**src/rtl/gen_tone_pkg.sv**
```systemverilog
// Shared types and default sizing for the gen_tone DDS tone generator.
package gen_tone_pkg;

    localparam int PHASE_W_DEF = 24;
    localparam int OUT_W_DEF   = 16;
    localparam int AMP_W_DEF   = 9;

    typedef enum logic [1:0] {
        MODE_SILENCE = 2'd0,
        MODE_SQUARE  = 2'd1,
        MODE_SAW     = 2'd2,
        MODE_TRI     = 2'd3
    } mode_e;

endpackage

```
**src/rtl/gen_tone_phase.sv**
```systemverilog
// Phase accumulator: advances by freq_word on each enabled tick, held at 0 while disabled.
// wrapped_o flags that the current phase value was produced by an accumulator overflow.
module gen_tone_phase
    import gen_tone_pkg::*;
#(
    parameter int PHASE_W = PHASE_W_DEF
) (
    input  logic               clock,
    input  logic               reset_n,
    input  logic               enable_i,
    input  logic               tick_i,
    input  logic [PHASE_W-1:0] freq_word_i,
    output logic [PHASE_W-1:0] phase_o,
    output logic               wrapped_o
);

    logic [PHASE_W-1:0] phase_q, phase_d;
    logic               carry_q, carry_d;

    always_comb begin
        phase_d = phase_q;
        carry_d = carry_q;
        if (!enable_i) begin
            phase_d = '0;
            carry_d = 1'b0;
        end else if (tick_i) begin
            {carry_d, phase_d} = {1'b0, phase_q} + {1'b0, freq_word_i};
        end
    end

    always_ff @(posedge clock or negedge reset_n) begin
        if (!reset_n) begin
            phase_q <= '0;
            carry_q <= 1'b0;
        end else begin
            phase_q <= phase_d;
            carry_q <= carry_d;
        end
    end

    assign phase_o   = phase_q;
    assign wrapped_o = carry_q;

endmodule

```
**src/rtl/gen_tone.sv**
```systemverilog
// DDS tone generator: square/saw (triangle with GEN_TONE_TRIANGLE_EN), amplitude-scaled and saturated.
// Two-stage pipeline: tick at cycle N yields out_valid/wrap at N+2; one sample per tick, no stalls.
module gen_tone
    import gen_tone_pkg::*;
#(
    parameter int PHASE_W = PHASE_W_DEF,
    parameter int OUT_W   = OUT_W_DEF,
    parameter int AMP_W   = AMP_W_DEF
) (
    input  logic                    clock,
    input  logic                    reset_n,
    input  logic                    enable,
    input  logic                    tick,
    input  logic [PHASE_W-1:0]      freq_word,
    input  logic [1:0]              mode,
    input  logic [AMP_W-1:0]        amp,
    output logic signed [OUT_W-1:0] out,
    output logic                    out_valid,
    output logic                    wrap
);

    localparam int PROD_W = OUT_W + AMP_W + 1;

    localparam logic [OUT_W-1:0] M_BITS   = {1'b1, {(OUT_W-1){1'b0}}};
    localparam logic [OUT_W-1:0] FULL_POS = {1'b0, {(OUT_W-1){1'b1}}};
    localparam logic [OUT_W-1:0] FULL_NEG = {1'b1, {(OUT_W-2){1'b0}}, 1'b1};

    localparam logic signed [PROD_W-1:0] SAT_MAX = {{(AMP_W+2){1'b0}}, {(OUT_W-1){1'b1}}};
    localparam logic signed [PROD_W-1:0] SAT_MIN = {{(AMP_W+2){1'b1}}, {(OUT_W-1){1'b0}}};

    logic [PHASE_W-1:0] phase;
    logic               phase_wrapped;

    gen_tone_phase #(
        .PHASE_W (PHASE_W)
    ) u_phase (
        .clock       (clock),
        .reset_n     (reset_n),
        .enable_i    (enable),
        .tick_i      (tick),
        .freq_word_i (freq_word),
        .phase_o     (phase),
        .wrapped_o   (phase_wrapped)
    );

    // Low phase bits only matter for finer shapes than OUT_W resolves.
    logic unused_phase_lsbs;
    assign unused_phase_lsbs = ^phase[PHASE_W-OUT_W-1:0];

    // Stage 1: waveform shape from the current phase.
    logic [OUT_W-1:0] shape_d;
`ifdef GEN_TONE_TRIANGLE_EN
    logic [OUT_W-1:0] tri_u;
`endif

    always_comb begin
        shape_d = '0;
`ifdef GEN_TONE_TRIANGLE_EN
        tri_u = phase[PHASE_W-2 -: OUT_W];
        if (phase[PHASE_W-1]) begin
            tri_u = ~tri_u;
        end
`endif
        case (mode_e'(mode))
            MODE_SQUARE: shape_d = phase[PHASE_W-1] ? FULL_NEG : FULL_POS;
            MODE_SAW:    shape_d = phase[PHASE_W-1 -: OUT_W] - M_BITS;
`ifdef GEN_TONE_TRIANGLE_EN
            MODE_TRI:    shape_d = tri_u - M_BITS;
`endif
            default:     shape_d = '0;
        endcase
    end

    logic signed [OUT_W-1:0] s1_shape_q;
    logic [AMP_W-1:0]        s1_amp_q;
    logic                    s1_vld_q;
    logic                    s1_wrap_q;

    always_ff @(posedge clock or negedge reset_n) begin
        if (!reset_n) begin
            s1_shape_q <= '0;
            s1_amp_q   <= '0;
            s1_vld_q   <= 1'b0;
            s1_wrap_q  <= 1'b0;
        end else if (!enable) begin
            s1_shape_q <= '0;
            s1_amp_q   <= '0;
            s1_vld_q   <= 1'b0;
            s1_wrap_q  <= 1'b0;
        end else if (tick) begin
            s1_shape_q <= shape_d;
            s1_amp_q   <= amp;
            s1_vld_q   <= 1'b1;
            s1_wrap_q  <= phase_wrapped;
        end else begin
            s1_vld_q   <= 1'b0;
            s1_wrap_q  <= 1'b0;
        end
    end

    // Stage 2: signed x unsigned scale, unity gain at 2^(AMP_W-1), then clamp.
    logic signed [PROD_W-1:0] prod;
    logic signed [PROD_W-1:0] scaled;
    logic [OUT_W-1:0]         sat_d;

    always_comb begin
        prod   = PROD_W'(s1_shape_q) * PROD_W'($signed({1'b0, s1_amp_q}));
        scaled = prod >>> (AMP_W - 1);
        if (scaled > SAT_MAX) begin
            sat_d = SAT_MAX[OUT_W-1:0];
        end else if (scaled < SAT_MIN) begin
            sat_d = SAT_MIN[OUT_W-1:0];
        end else begin
            sat_d = scaled[OUT_W-1:0];
        end
    end

    logic [OUT_W-1:0] out_q;
    logic             out_valid_q;
    logic             wrap_q;

    always_ff @(posedge clock or negedge reset_n) begin
        if (!reset_n) begin
            out_q       <= '0;
            out_valid_q <= 1'b0;
            wrap_q      <= 1'b0;
        end else if (!enable) begin
            out_q       <= '0;
            out_valid_q <= 1'b0;
            wrap_q      <= 1'b0;
        end else if (s1_vld_q) begin
            out_q       <= sat_d;
            out_valid_q <= 1'b1;
            wrap_q      <= s1_wrap_q;
        end else begin
            out_valid_q <= 1'b0;
            wrap_q      <= 1'b0;
        end
    end

    assign out       = out_q;
    assign out_valid = out_valid_q;
    assign wrap      = wrap_q;

endmodule

```
**config.mk**
```make
export PLATFORM = sky130hd
export DESIGN_NAME = gen_tone
export DESIGN_NICKNAME = d
export VERILOG_FILES = /design/src/rtl/gen_tone_pkg.sv /design/src/rtl/gen_tone_phase.sv /design/src/rtl/gen_tone.sv
export SDC_FILE = /design/constraint.sdc
export NUM_CORES = 1
export LEC_CHECK = 0
export CAP_MARGIN = 25
export CORE_AREA = 2 2 153 155
export CTS_CLUSTER_DIAMETER = 40
export DETAILED_ROUTE_END_ITERATION = 10
export DIE_AREA = 0 0 155 157
export PLACE_DENSITY_LB_ADDON = 0.2
export REMOVE_ABC_BUFFERS = 1
export SETUP_SLACK_MARGIN = 0.3
export SYNTH_ARGS = -nofsm -noshare
export SYNTH_HDL_FRONTEND = slang
export SYNTH_SLANG_ARGS = --single-unit
```
**constraint.sdc**
```tcl
create_clock -name clock -period 6.4 [get_ports clock]
set_input_delay 1.28 -clock clock [delete_from_list [all_inputs] [get_ports clock]]
set_output_delay 1.28 -clock clock [all_outputs]
set_load 0.05 [all_outputs]
```
==> metrics <==
run status finished, final reports clean; vias in the first global route 6929; clock tree buffer depth 2; Initial Utilization 39.9%; Slew Viols, Final 0; RSZ-0062 raised after global routing no; asr flop ratio synth 100%; final setup fails 0; antenna cell count 0; worst-skew pair later-pin latency 0.35 ns; critical setup path kind reg2reg; layout cell share with drive strength beyond 1 11.3%; Total GRT Usage 18.7%; Total Die Area 0.0243 mm^2; Worst setup SP type register; Peak VDD IR 0.000169 V; DRC 0; Post-Synthesis Cells 979; CP most frequent cell fa_1; worst clock skew 0.0127 ns; hold slack 0.488 ns; Nets 1297; remaining global-route overflow 0; Clock Root Buffer clkbuf_16; WP data required 6.63 ns; clk sinks 70; Clk pwr share 33.0%; EDFF count, synth 0; min-delay worst type reg2reg; setup_tns 0 ns; P per Cell Area 160 mW/mm^2; register area share after synthesis 19.5%; average size of a mapped cell 9.18 um^2; P_int 1090 uW; GRT met2 Usage 29.7%; Pleak 0.00550 uW; Die Wd 155 um; drt pass-1 iters 4; CORE AREA 0.0225 mm^2; Syn. warnings 0; CTS clk-pin slew, worst paths 0.06 ns; GR met3 Demand/Resource 3.69%; Psw 604 uW; initial antenna violation count 0; Total Wirelength 21500 um; slowest stage cell, crit path fa_2; io pins 57; Worst path max stage delay 0.62 ns; Logic pwr share 35.1%; Inserted Clock Buffers 9; largest net degree at the start of global routing 71; post-DP HPWL 17000 um; routed length per instance 16.0 um; htree depth 3; Mapped Area 0.00899 mm^2; sequential share of power 31.9%; Synth-to-Final Area Change 18.1%; Vias/cell 4.92; flops & latches, synth 70; Unique masters post-synth 50; Max Cap Viol 0; Peak Freq 169 MHz; met1 usage 26.7%; Rows 55; hold_buf cts 0; GPL Wtd Cong 0.813; critical path arrival 6.13 ns; Die Ht 157 um; Routed Antenna Nets 0; grt peak-use layer met2; Iteration-0 DRC Markers 285; prevailing post-synth register cell dfrtp_1; CP cell instances and2_4, fa_1, inv_2, fa_2, inv_2, fa_1, fa_1, inv_1, fa_1, inv_1, ha_4, a21oi_2, nor2_1, nor2_2, nand2_1, or4_4, a211oi_2, a21o_2, a31oi_4, a221o_1; Final Hold Vio Count 0; Worst-Margin Slew 0.921 ns; CTS tree done; via count 6613; min Tclk post-route 5.90 ns; crit share post-route 92.2%; CP Capture Type register; Worst Path Max Fanout 8; global-route wire length before repair 36000 um; Sw Ratio 35.6%; relative slew slack 38.6%; PortBufs 56
cells in the mapped netlist (all sizes together), types with 3 or more instances:
cell / n / area share [%]
clkbuf: 33 / 1.4
nand2: 113 / 4.7
a21o: 13 / 1.1
o21a: 4 / 0.33
nand4: 5 / 0.35
o31ai: 3 / 0.25
xor2: 9 / 0.88
a211oi: 6 / 0.56
nor2: 49 / 2.0
inv: 172 / 7.2
ha: 81 / 11
o21ai: 35 / 2.0
or3: 6 / 0.42
and3: 4 / 0.28
and2: 68 / 4.7
nand3: 11 / 0.61
fa: 122 / 27
a31oi: 10 / 0.86
o21bai: 3 / 0.25
o211ai: 5 / 0.42
a21oi: 42 / 2.4
nor2b: 4 / 0.28
a221o: 15 / 1.7
nand2b: 3 / 0.21
mux2i: 27 / 3.0
nor3: 7 / 0.39
buf: 6 / 0.42
dfrtp: 70 / 19
xnor2: 33 / 3.2
kinds of logic (layout without fill, tap and decap cells):
family / count (synthesis) / in the layout / synth area share, %
AOI/OAI and AO/OA: 151 / 153 / 11.5
DFF: 70 / 70 / 19.5
buffers and inverters: 211 / 290 / 8.98
and+or+nand+nor: 275 / 275 / 14.5
adders and majority gates: 203 / 203 / 38.5
xor gates and xnor gates: 42 / 42 / 4.09
muxes: 27 / 27 / 3.01
sequential cells by signal, indices dropped and copies added (netlist names):
register           count
u_phase.wrapped_o      1
s1_vld_q               1
s1_amp_q               9
s1_wrap_q              1
u_phase.phase_o       24
wrap                   1
out                   16
s1_shape_q            16
out_valid              1
metal layers:
| layer | up-vias | part of all wire (%) |
|---|---|---|
| met5 | - | 0 |
| met4 | 0 | 1.4 |
| met3 | 26 | 4.9 |
| met2 | 115 | 46 |
| met1 | 3179 | 48 |
| li1 | 3293 | - |
area by class of cell:
| type | instances | area, um^2 |
|---|---|---|
| repair buffers | 102 | 903 |
| fillers | 2145 | 11900 |
| clock buffers | 9 | 225 |
| well taps | 285 | 357 |
| clock inverters | 7 | 103 |
| flip-flops and latches | 70 | 1770 |
| multi-input cells | 700 | 6610 |
| inverters | 172 | 646 |
path summary, 6_finish.rpt:
check	from	cells after the start	end	slack (ns)
worst max-delay path	s1_amp_q[3]	20	out[8]	0.50
worst min-delay path	s1_wrap_q	1	wrap	0.49
worst max register to register	s1_amp_q[3]	20	out[8]	0.50
worst min register to register	s1_wrap_q	1	wrap	0.49
max in group asynchronous	reset_n	1	s1_amp_q[3]	4.67
min in group asynchronous	reset_n	1	out[15]	1.04
cells in the final DEF (no fill, tap or decap), types with 38 or more instances in the layout:
cell and count:
inv_1 168, fa_1 119, nand2_1 113, ha_1 76, and2_1 65, clkdlybuf4s50_1 54
dfrtp_1 53, nor2_1 48, buf_4 44, a21oi_1 38
timing repair:
item                       in CTS  in global routing
pin swaps                       3                 18
setup endpoints to repair      16                 16
setup buffers                   8                 21
gates resized for setup        17                 36
cloned                          2                  0
power groups by stage:
| stage | registers [uW] | logic (uW) | clock network [uW] |
|---|---|---|---|
| after global placement | 555 | 554 | 0 |
| after detailed placement | 554 | 559 | 0 |
| after CTS | 545 | 579 | 573 |
| final | 542 | 597 | 560 |
| after floorplan | 574 | 357 | 0 |
| after global routing | 550 | 673 | 587 |
per-stage QoR:
| stage | worst slack, ns | total power [uW] | area [um^2] | util, % | std cells |
|---|---|---|---|---|---|
| after floorplan | 0.564 | 931 | 8820 | - | 940 |
| after global placement | 0.114 | 1110 | 9850 | 43.8 | 1297 |
| after detailed placement | 0.0567 | 1110 | 9870 | 43.8 | 1298 |
| after CTS | 0.301 | 1700 | 10300 | 45.9 | 1324 |
| after global routing | 0.285 | 1810 | 10600 | 47.2 | 1345 |
| final | 0.498 | 1700 | 10600 | 47.2 | 1345 |
worst max-delay path: cells and delay by family (launching register included):
kind                     cells  cell delay (ns)
AO/OA/AOI/OAI                5             1.04
adder cells (fa/ha/maj)      6             2.94
buffers and inverters        4             0.28
flip-flops                   1             0.46
AND/OR/NAND/NOR              5             1.05
Power figures use the tool's default switching activity.
